File: src/rtl/ft_tx_engine.sv
// ----------------------------------------------------------------------------
// ft_tx_engine
//   Transmit engine for an FT245-style parallel FIFO interface. Bytes offered
//   by the upstream stage are buffered and then written to the chip one at a
//   time. Each write is a fixed sequence: SETUP, STROBE, HOLD, RECOVER.
//
// Build option
//   FT_TX_FIFO_EN : defined   -> FIFO_DEPTH-entry circular buffer
//                   undefined -> single-byte holding register (level 0/1)
//
// Parameters
//   FIFO_DEPTH    : buffer entries, power of two, 2..64
//   STROBE_CYCLES : wr pulse width in clk cycles, 1..15
//   RECOVER_MAX   : upper bound on cycles spent waiting for txe high
//
// Ports
//   clk       : clock, rising edge only
//   reset_in  : synchronous reset, active-low
//   in_data   : upstream byte
//   in_valid  : upstream byte valid
//   in_ready  : engine can accept a byte this cycle
//   txe       : chip transmit-space flag, active-low
//   wr        : chip write strobe, active-high (chip latches on falling edge)
//   data_out  : chip data bus
//   data_oe   : data bus output enable
//   level     : number of buffered bytes
// ----------------------------------------------------------------------------
module ft_tx_engine #(
    parameter int FIFO_DEPTH    = 8,
    parameter int STROBE_CYCLES = 2,
    parameter int RECOVER_MAX   = 4
) (
    input  logic       clk,
    input  logic       reset_in,
    input  logic [7:0] in_data,
    input  logic       in_valid,
    output logic       in_ready,
    input  logic       txe,
    output logic       wr,
    output logic [7:0] data_out,
    output logic       data_oe,
    output logic [6:0] level
);

    localparam logic [2:0] S_IDLE    = 3'd0;
    localparam logic [2:0] S_SETUP   = 3'd1;
    localparam logic [2:0] S_STROBE  = 3'd2;
    localparam logic [2:0] S_HOLD    = 3'd3;
    localparam logic [2:0] S_RECOVER = 3'd4;

`ifdef FT_TX_FIFO_EN
    localparam int CAP = FIFO_DEPTH;
`else
    // Holding register only; FIFO_DEPTH does not size anything in this build.
    localparam int CAP = (FIFO_DEPTH > 0) ? 1 : 1;
`endif

    logic [2:0] r_state;
    logic [7:0] r_cnt;
    logic [7:0] r_data_out;
    logic [6:0] r_level;
    logic [7:0] w_head;
    logic       w_push;
    logic       w_pop;

    // Readiness depends only on registered level and reset, never on in_valid,
    // so a pop in HOLD cannot open a slot for a push in the same cycle.
    assign in_ready = reset_in && (r_level < 7'(CAP));
    assign w_push   = in_valid && in_ready;
    assign w_pop    = (r_state == S_HOLD);

    // ------------------------------------------------------------------
    // Byte storage
    // ------------------------------------------------------------------
`ifdef FT_TX_FIFO_EN
    localparam int PW = $clog2(FIFO_DEPTH);

    logic [7:0]    r_mem [FIFO_DEPTH];
    logic [PW-1:0] r_wptr;
    logic [PW-1:0] r_rptr;

    always_ff @(posedge clk) begin
        if (w_push) begin
            r_mem[r_wptr] <= in_data;
        end
    end

    // Power-of-two depth: pointers wrap by natural overflow.
    always_ff @(posedge clk) begin
        if (!reset_in) begin
            r_wptr <= '0;
            r_rptr <= '0;
        end else begin
            if (w_push) begin
                r_wptr <= r_wptr + PW'(1);
            end
            if (w_pop) begin
                r_rptr <= r_rptr + PW'(1);
            end
        end
    end

    assign w_head = r_mem[r_rptr];
`else
    logic [7:0] r_hold;

    always_ff @(posedge clk) begin
        if (w_push) begin
            r_hold <= in_data;
        end
    end

    assign w_head = r_hold;
`endif

    // ------------------------------------------------------------------
    // Fill level
    // ------------------------------------------------------------------
    always_ff @(posedge clk) begin
        if (!reset_in) begin
            r_level <= '0;
        end else begin
            case ({w_push, w_pop})
                2'b10:   r_level <= r_level + 7'd1;
                2'b01:   r_level <= r_level - 7'd1;
                default: r_level <= r_level;
            endcase
        end
    end

    assign level = r_level;

    // ------------------------------------------------------------------
    // Write state machine
    // ------------------------------------------------------------------
    always_ff @(posedge clk) begin
        if (!reset_in) begin
            r_state    <= S_IDLE;
            r_cnt      <= '0;
            r_data_out <= '0;
        end else begin
            case (r_state)
                S_IDLE: begin
                    if ((r_level != 7'd0) && !txe) begin
                        // Head byte is captured once and held until the pop.
                        r_data_out <= w_head;
                        r_state    <= S_SETUP;
                    end
                end
                S_SETUP: begin
                    r_cnt   <= '0;
                    r_state <= S_STROBE;
                end
                S_STROBE: begin
                    if (r_cnt == 8'(STROBE_CYCLES - 1)) begin
                        r_state <= S_HOLD;
                    end else begin
                        r_cnt <= r_cnt + 8'd1;
                    end
                end
                S_HOLD: begin
                    r_cnt   <= '0;
                    r_state <= S_RECOVER;
                end
                S_RECOVER: begin
                    if (txe || (r_cnt == 8'(RECOVER_MAX - 1))) begin
                        r_state <= S_IDLE;
                    end else begin
                        r_cnt <= r_cnt + 8'd1;
                    end
                end
                default: begin
                    r_state <= S_IDLE;
                end
            endcase
        end
    end

    assign wr       = (r_state == S_STROBE);
    assign data_oe  = (r_state == S_SETUP) || (r_state == S_STROBE) || (r_state == S_HOLD);
    assign data_out = r_data_out;

endmodule

File: config.mk
export PLATFORM = sky130hd
export DESIGN_NAME = ft_tx_engine
export DESIGN_NICKNAME = d
export VERILOG_FILES = /design/src/rtl/ft_tx_engine.sv
export SDC_FILE = /design/constraint.sdc
export NUM_CORES = 1
export LEC_CHECK = 0
export BUFFER_PORTS_ARGS = -buffer_cell sky130_fd_sc_hd__clkbuf_2
export CAP_MARGIN = 20
export CORE_ASPECT_RATIO = 1.4
export CORE_MARGIN = 2
export CORE_UTILIZATION = 54
export DETAILED_ROUTE_END_ITERATION = 12
export GPL_ROUTABILITY_DRIVEN = 0
export PLACE_DENSITY = 0.78
export SETUP_SLACK_MARGIN = 0.3
export SKIP_LAST_GASP = 1
export SYNTH_ARGS = -nofsm -noshare
export SYNTH_HDL_FRONTEND = slang
export SYNTH_SLANG_ARGS = --single-unit
File: constraint.sdc
create_clock -name clk -period 3.23 [get_ports clk]
set_input_delay 0.646 -clock clk [delete_from_list [all_inputs] [get_ports clk]]
set_output_delay 0.646 -clock clk [all_outputs]
set_load 0.01 [all_outputs]
==> results of run 1 <==
==> how the worst min path moves through the flow <==
stage                                  start                       end  slack (ps)  cells past startpoint
floorplan              r_cnt[4]$_SDFFE_PN0P_     r_cnt[4]$_SDFFE_PN0P_         460                      2
global placement    data_out[4]$_SDFFE_PN0P_  data_out[4]$_SDFFE_PN0P_         450                      2
detailed placement  data_out[4]$_SDFFE_PN0P_  data_out[4]$_SDFFE_PN0P_         470                      2
CTS                 data_out[4]$_SDFFE_PN0P_  data_out[4]$_SDFFE_PN0P_         470                      2
global route        data_out[6]$_SDFFE_PN0P_  data_out[6]$_SDFFE_PN0P_         510                      2
finish              data_out[4]$_SDFFE_PN0P_  data_out[4]$_SDFFE_PN0P_         470                      2
==> final cells by class <==
class	instances	area (um2)
flip-flops and latches	34	761
repair buffers	30	153
well taps	37	46.3
clock buffers	6	72.6
clock inverters	2	10.0
inverters	10	37.5
fillers	264	1010
multi-input cells	123	818
==> layout by cell type, fill, tap and decap left out, types with 2 or more instances in the layout <==
cell	instances
ha_1	6
dfxtp_1	26
inv_1	10
clkbuf_8	5
clkinv_2	2
a31oi_1	2
a21oi_1	14
edfxtp_1	8
nand2b_1	3
nand2_1	17
a21o_1	2
a2111o_1	3
xor2_1	2
or3b_2	3
nand3_1	11
nor2_1	7
or3_1	3
a31o_2	2
xnor2_1	3
nand4b_1	2
clkbuf_2	29
o31ai_1	3
mux2i_1	2
o21ai_0	14
or4_1	5
nor3_1	3
==> report_power, final <==
| group | internal [mW] | total [mW] | switching, mW |
|---|---|---|---|
| combinational | 0.0452 | 0.116 | 0.0704 |
| clock | 0.149 | 0.297 | 0.148 |
| sequential | 0.457 | 0.476 | 0.0193 |
==> sequential cells by signal (all words and copies together) (netlist names) <==
signal	count
data_out	8
level	7
r_cnt	8
r_hold	8
r_state	3
==> worst register-to-register path, delay by kind of cell, from the launching register on <==
kind	cells	cell delay (ps)
AO/OA/AOI/OAI	2	190
adder cells (fa/ha/maj)	1	340
AND/OR/NAND/NOR	5	1600
flip-flops	1	410
==> cell families after synthesis <==
family,count (synthesis),share of synthesized area [%]
AO/OA/AOI/OAI,46,18.5
XOR/XNOR,5,2.65
adder cells (fa/ha/maj),6,4.54
buffers and inverters,18,4.61
flip-flops,34,46.0
multiplexers,2,1.21
AND/OR/NAND/NOR,64,22.5
==> layer usage <==
layer	GRT usage [%]	vias to the layer above
met5	0	-
met4	9.31	0
met3	4.74	10
met2	39.6	30
met1	22.0	670
li1	-	697
==> reports/results.txt, run 1 <==
Status = complete, no violations
DR top layer = met4
Crit share post-route = 80.4%
Vias per cell = 5.81
Core Util, Final = 65.3%
Root Driver = clkbuf_8
Setup TNS = 0 ps
Final Power = 0.890 mW
Initial DRC count = 34
Number of diodes = 0
Met2 WL = 1900 um
Die width = 50.8 um
Clock Latency Late Sink = 280 ps
Synthesized area = 1660 um2
Sequential share of the synthesized area = 46.0%
Min Tclk post-route = 2600 ps
Fin Clk Skew = 4.93 ps
RSZ-0062 raised after global routing = false
Post-DRT Antenna Nets = 0
Max Clock Freq = 0.385 GHz
GRT Residual Overflow = 0
Total iterations of the first detailed-routing run = 4
Critical path type = reg -> reg
Worst slew pin tran = 743 ps
Clock tree buffer depth = 2
Num CTS Buffers = 5
Post-CTS setup buffer count = 0
Yosys reg bits = 34
Most frequent cells after synthesis = dfxtp_1, nand2_1, a21oi_1, o21ai_0, nand3_1
Clock sinks = 34
CP Launch Point = level[2]$_SDFFE_PN0P_
Final setup viols = 0
Required @ worst endpoint = 3440 ps
FF-to-FF setup slack = 630 ps
Cts repair resizes = 0
Worst path max stage delay = 480 ps
Gr usage total = 21.3%
Count of pins over their slew limit = 0
Crit-path max FO = 12
Leakage = 0.752 nW
Hpwl dp = 2530 um
Pwr Density = 469 nW/um2
CP max-delay cell = or4_1
Hold WS = 469 ps
I/O pin cnt = 30
DRC Markers = 0
Met3 Routed Length = 107 um
DRT met1 WL = 1350 um
Layout Cells excl Fill = 242
Top-count cell post-synth = dfxtp_1
DP Cell Count = 234
Final Worst Setup Slack = 633 ps
Worst r2r path cells = 8
Crit path to = level[6]$_SDFFE_PN0P_
Fraction of layout cells with a size suffix above 1 = 23.4%
Mapped Cells = 175
Post-Syn Nets = 193
Area share of the largest cell type after synthesis = 31.4%
MaxCap Viol Count = 0
Post-Place Setup Slack = 678 ps
Mapped Avg Cell Area = 9.46 um2
Crit-path cells = nor4_2 -> and4_1 -> nand2_1 -> ha_1 -> and4b_1 -> a21oi_1 -> or4_1 -> a21oi_1
Core box area = 2910 um2
Max VDD drop = 0.562 mV
Largest cells by area after synthesis = dfxtp_1, edfxtp_1, ha_1, a21oi_1, o21ai_0
Die area = 3530 um2
Total routed wirelength = 3430 um
Vias in the first global route = 1,352
Reg2reg end = level[6]$_SDFFE_PN0P_
Cts hold-fix bufs = 0
CP Buf/Inv Count = 0
Synth area leader = dfxtp_1
Synth warn = 0
Post-route cell area = 1900 um2
Hold Vio Cnt, Final = 0
Main flop type after synthesis = dfxtp_1
Row count = 23
Placed Area = 1820 um2
HP Class = reg -> reg
Yosys cell types = 43
First-pass GRT wire length = 5810 um
CP Launch Type = flip-flop
Async set or reset register ratio after synthesis = 0%
Chip height = 69.5 um
H-tree Lvls = 2
Setup crit end kind = flip-flop
Via count = 1,407
TritonCTS clock tree = yes
Final #Nets = 222
Starting density of the core = 57.0%
Crit path DAT = 2810 ps
Reg2reg start = level[2]$_SDFFE_PN0P_
Levels on crit path = 8
Initial antenna violation count = 0
Most used cell, CP = a21oi_1
Max-slew headroom = 50.3%
EDFF count, synth = 8
Routed wire per std cell = 14.2 um
Clock slew at reported path FFs = 70 ps
Synthesis-to-layout area growth = 14.7%
Pin count of the biggest net entering global routing = 21
Top delay family on crit path = simple AND/OR/NAND/NOR gates
PortBufs = 29
Power figures use the tool's default switching activity.
==> run 2: changes to the inputs <==
==> constraint.sdc (replaced) <==
create_clock -name clk -period 2.65 [get_ports clk]
set_input_delay 0.53 -clock clk [delete_from_list [all_inputs] [get_ports clk]]
set_output_delay 0.53 -clock clk [all_outputs]
set_load 0.01 [all_outputs]
==> run 2 against run 1 <==
  * Design area is 3.8% higher
  * Combinational power increased by 26%
  * Sequential power grew 22%
  * Fmax grew 15%
  * Global-route usage rose by 0.42 points
  * Via count shrank 0.85%
  * Flip-flop and latch count stayed put
  * Power increased by 33%
  * Register-to-register slack lost 240 ps
  * Worst setup slack lost 240 ps
  * Clock skew is 1.9 ps lower
  * Critical endpoint unchanged
  * Largest power group unchanged
==> reports/results.txt, run 2 (synthesis gave the netlist of run 1 again) <==
MaxCap Viol Count = 0
Clk network pwr share = 38.7%
Required @ worst endpoint = 2870 ps
Vias in the first global route = 1,363
Crit path DAT = 2480 ps
Top delay family on crit path = simple AND/OR/NAND/NOR gates
Crit-path cells = nor4_4 -> and4_4 -> nand2_1 -> ha_4 -> and4b_1 -> a21oi_1 -> or4_1 -> a21oi_1
Commonest non-fill, non-tap cell in the layout = clkbuf_2
RSZ-0062 raised after global routing = false
Post-Place Setup Slack = 242 ps
Initial DRC count = 32
Seq pwr share = 49.0%
Final #Nets = 224
Gr usage total = 21.8%
First-pass GRT wire length = 5870 um
Setup TNS = 0 ps
Most used cell, CP = a21oi_1
Root Driver = clkbuf_8
Worst slew pin tran = 721 ps
H-tree Lvls = 2
Max VDD drop = 0.574 mV
Count of pins over their slew limit = 0
Clock sinks = 34
Crit-path max FO = 12
Critical path type = reg -> reg
Combinational Power Share = 12.3%
Via count = 1,395
Leakage = 0.778 nW
Pin count of the biggest net entering global routing = 21
Row count = 23
Vias per cell = 5.72
Most frequent cells in the layout = clkbuf_2, dfxtp_1, nand2_1
Starting density of the core = 57.0%
CP Buf/Inv Count = 0
Fraction of layout cells with a size suffix above 1 = 27.5%
Die width = 50.8 um
Clock Latency Late Sink = 280 ps
Routed wire per std cell = 14.4 um
Worst path max stage delay = 470 ps
Switch share = 24.6%
Core Util, Final = 67.8%
Number of diodes = 0
Die area = 3530 um2
P_sw = 0.292 mW
Total routed wirelength = 3520 um
Min Tclk post-route = 2260 ps
I/O pin cnt = 30
Hold Vio Cnt, Final = 0
Clock slew at reported path FFs = 70 ps
DRC Markers = 0
CP max-delay cell = or4_1
PortBufs = 29
GRT Residual Overflow = 0
Chip height = 69.5 um
Clock tree buffer depth = 2
Max-slew headroom = 51.8%
Num CTS Buffers = 5
Setup crit end kind = flip-flop
Hpwl dp = 2420 um
Synthesis-to-layout area growth = 19.0%
CP Launch Type = flip-flop
Post-DRT Antenna Nets = 0
Pwr Density = 602 nW/um2
HP Class = in -> reg
Max Clock Freq = 0.443 GHz
Core box area = 2910 um2
TritonCTS clock tree = yes
Crit share post-route = 85.2%
Fin Clk Skew = 3.07 ps
Final setup viols = 0
Int Pwr = 0.896 mW
Final Worst Setup Slack = 392 ps
Status = complete, no violations
Total iterations of the first detailed-routing run = 4
Hold WS = 419 ps
Initial antenna violation count = 0
-- run 2: cell type report --
| type | count | area (um2) |
|---|---|---|
| clock buffers | 6 | 72.6 |
| clock inverters | 2 | 33.8 |
| fillers | 244 | 936 |
| inverters | 10 | 37.5 |
| multi-input cells | 123 | 846 |
| flip-flops and latches | 34 | 767 |
| well taps | 37 | 46.3 |
| repair buffers | 32 | 168 |
-- run 2: timing repair --
| action | 4_1_cts | 5_1_grt |
|---|---|---|
| endpoints found under the setup margin | 3 | 3 |
| setup buffers | 0 | 1 |
| pin swaps | 0 | 2 |
| gates resized for setup | 2 | 7 |
| hold buffers | 0 | 0 |
-- run 2: power by group through the flow --
stage / Clock, mW / Sequential [mW] / Combinational [mW]
after CTS: 0.473 / 0.580 / 0.146
after global routing: 0.491 / 0.585 / 0.163
after floorplan: 0 / 0.591 / 0.0952
final: 0.459 / 0.582 / 0.146
after global placement: 0 / 0.589 / 0.138
after detailed placement: 0 / 0.591 / 0.142
-- run 2: path summary, 6_finish.rpt --
path         depth (start not counted)                        to  slack, ps                startpoint
max                                  8     level[6]$_SDFFE_PN0P_        390     level[2]$_SDFFE_PN0P_
min                                  1       r_hold[3]$_DFFE_PP_        420                in_data[3]
min reg2reg                          2  data_out[7]$_SDFFE_PN0P_        470  data_out[7]$_SDFFE_PN0P_
max reg2reg                          8     level[6]$_SDFFE_PN0P_        390     level[2]$_SDFFE_PN0P_
-- run 2: stage by stage --
step,instance area (um2),std cells,power (mW)
floorplan,1660,175,0.686
global placement,1830,235,0.728
detailed placement,1830,235,0.734
CTS,1940,243,1.20
global route,1970,244,1.24
finish,1970,244,1.19
-- run 2: layer usage --
| metal | global-route usage, % | vias to the layer above | share of wire, % |
|---|---|---|---|
| li1 | - | 706 | - |
| met5 | 0 | - | 0 |
| met2 | 40.4 | 29 | 55 |
| met3 | 5.39 | 6 | 3.2 |
| met1 | 22.2 | 654 | 41 |
| met4 | 9.31 | 0 | 1.4 |
==> run 3: changes to the inputs <==
--- a/config.mk
+++ b/config.mk
@@ -9,10 +9,9 @@
 export CAP_MARGIN = 20
 export CORE_ASPECT_RATIO = 1.4
 export CORE_MARGIN = 2
-export CORE_UTILIZATION = 54
+export CORE_UTILIZATION = 33
 export DETAILED_ROUTE_END_ITERATION = 12
 export GPL_ROUTABILITY_DRIVEN = 0
-export PLACE_DENSITY = 0.78
 export SETUP_SLACK_MARGIN = 0.3
 export SKIP_LAST_GASP = 1
 export SYNTH_ARGS = -nofsm -noshare
==> run 3 against run 2 <==
  * Power up 2.8%
  * Clock skew up 5.3 ps
  * Sequential share of layout area down 0.99 points
  * Clock power increased by 7.0%
  * Register-to-register slack better by 50 ps
  * Critical path depth is the same
  * First-iteration DRC count rose by 44%
  * Global-route usage fell by 7.5 points
  * Critical path type unchanged
  * Utilization down 26 points
  * Non-clock buffer count is 2 higher
==> reports/results.txt, run 3 (synthesis gave the netlist of run 1 again) <==
Number of diodes = 0
Total iterations of the first detailed-routing run = 4
CP Launch Type = flip-flop
Switch share = 24.2%
Row count = 30
Pin count of the biggest net entering global routing = 21
H-tree Lvls = 2
Fraction of layout cells with a size suffix above 1 = 26.8%
Clk network pwr share = 40.2%
Total routed wirelength = 3500 um
Fin Clk Skew = 8.35 ps
Max-slew headroom = 49.7%
Die width = 63.9 um
Clock sinks = 34
Routed wire per std cell = 12.8 um
Crit share post-route = 83.3%
GRT Residual Overflow = 0
Hold WS = 416 ps
Critical path type = reg -> reg
Leakage = 0.793 nW
RSZ-0062 raised after global routing = false
Final setup viols = 0
Synthesis-to-layout area growth = 21.5%
I/O pin cnt = 30
Most frequent cells in the layout = clkbuf_2, dfxtp_1, nand2_1
Setup TNS = 0 ps
Root Driver = clkbuf_8
Die area = 5610 um2
Hold Vio Cnt, Final = 0
Setup crit end kind = flip-flop
Crit-path max FO = 9
First-pass GRT wire length = 6200 um
Count of pins over their slew limit = 0
Commonest non-fill, non-tap cell in the layout = clkbuf_2
Num CTS Buffers = 5
Max Clock Freq = 0.453 GHz
Fill cells = 486
Post-DRT Antenna Nets = 0
Starting density of the core = 34.2%
PortBufs = 29
Combinational Power Share = 12.4%
Clock slew at reported path FFs = 70 ps
Initial antenna violation count = 0
Crit path DAT = 2420 ps
Vias in the first global route = 1,295
Hpwl dp = 2580 um
Multi-input gate area = 832 um2
Max VDD drop = 0.375 mV
MaxCap Viol Count = 0
Int Pwr = 0.925 mW
Cts hold-fix bufs = 0
Clock Latency Late Sink = 290 ps
Vias per cell = 4.97
Gr usage total = 14.3%
Via count = 1,358
Seq pwr share = 47.4%
Final #Nets = 226
Initial DRC count = 46
Required @ worst endpoint = 2860 ps
Storage cell area = 763 um2
P_sw = 0.296 mW
Pwr Density = 607 nW/um2
Core box area = 4840 um2
Clock tree buffer depth = 2
HP Class = in -> reg
Worst slew pin tran = 753 ps
Chip height = 87.8 um
TritonCTS clock tree = yes
Min Tclk post-route = 2210 ps
Status = complete, no violations
DRC Markers = 0
-- run 3: power groups by stage --
stage          combinational, mW  sequential (mW)  clock, mW
2_1_floorplan             0.0952            0.591          0
3_3_place_gp               0.150            0.589          0
3_5_place_dp               0.151            0.589          0
4_1_cts                    0.152            0.578      0.512
5_1_grt                    0.173            0.581      0.537
6_report                   0.152            0.578      0.491
-- run 3: area by class of cell --
type / count / share of cell area, %
clock buffer: 7 / 4.29
clock inverter: 1 / 1.49
inverter: 10 / 1.87
multi-input combinational: 123 / 41.4
sequential: 34 / 37.9
tap: 64 / 3.98
timing repair buffer: 34 / 9.08
-- run 3: what timing repair did --
action	4_1_cts	5_1_grt
resized for setup	1	3
buffers inserted	0	1
hold endpoints to repair	0	0
pin swaps	0	1
setup endpoints to repair	2	3
-- run 3: final timing paths --
path / start / to / slack (ps) / cells past startpoint
worst min-delay path: in_data[6] / r_hold[6]$_DFFE_PP_ / 420 / 1
worst min register to register: data_out[1]$_SDFFE_PN0P_ / data_out[1]$_SDFFE_PN0P_ / 470 / 2
worst max register to register: level[5]$_SDFFE_PN0P_ / level[6]$_SDFFE_PN0P_ / 440 / 8
worst max-delay path: level[5]$_SDFFE_PN0P_ / level[6]$_SDFFE_PN0P_ / 440 / 8
-- run 3: worst max-delay path, stage by stage, from the launching register on --
cell     delay, ps
dfxtp_1        360
nor4_4         320
and4_4         260
nand2_1         70
ha_2           230
and4b_1        250
a21oi_1         50
or4_1          460
a21oi_1        140
-- run 3: per-layer routing --
metal	global-route usage [%]	share of wire, %
met1	16.5	45
met2	24.0	49
met3	4.50	4.1
met4	6.92	1.8
met5	0	0
-- run 3: metrics by stage --
stage	area, um2	total power [mW]	utilization, %	std cells	setup slack [ps]
after floorplan	1660	0.686	-	175	308
after detailed placement	1870	0.741	38.7	264	241
final	2010	1.22	41.6	273	443
after global routing	2010	1.29	41.6	273	307
after global placement	1870	0.739	38.7	264	262
after CTS	2000	1.24	41.3	272	301
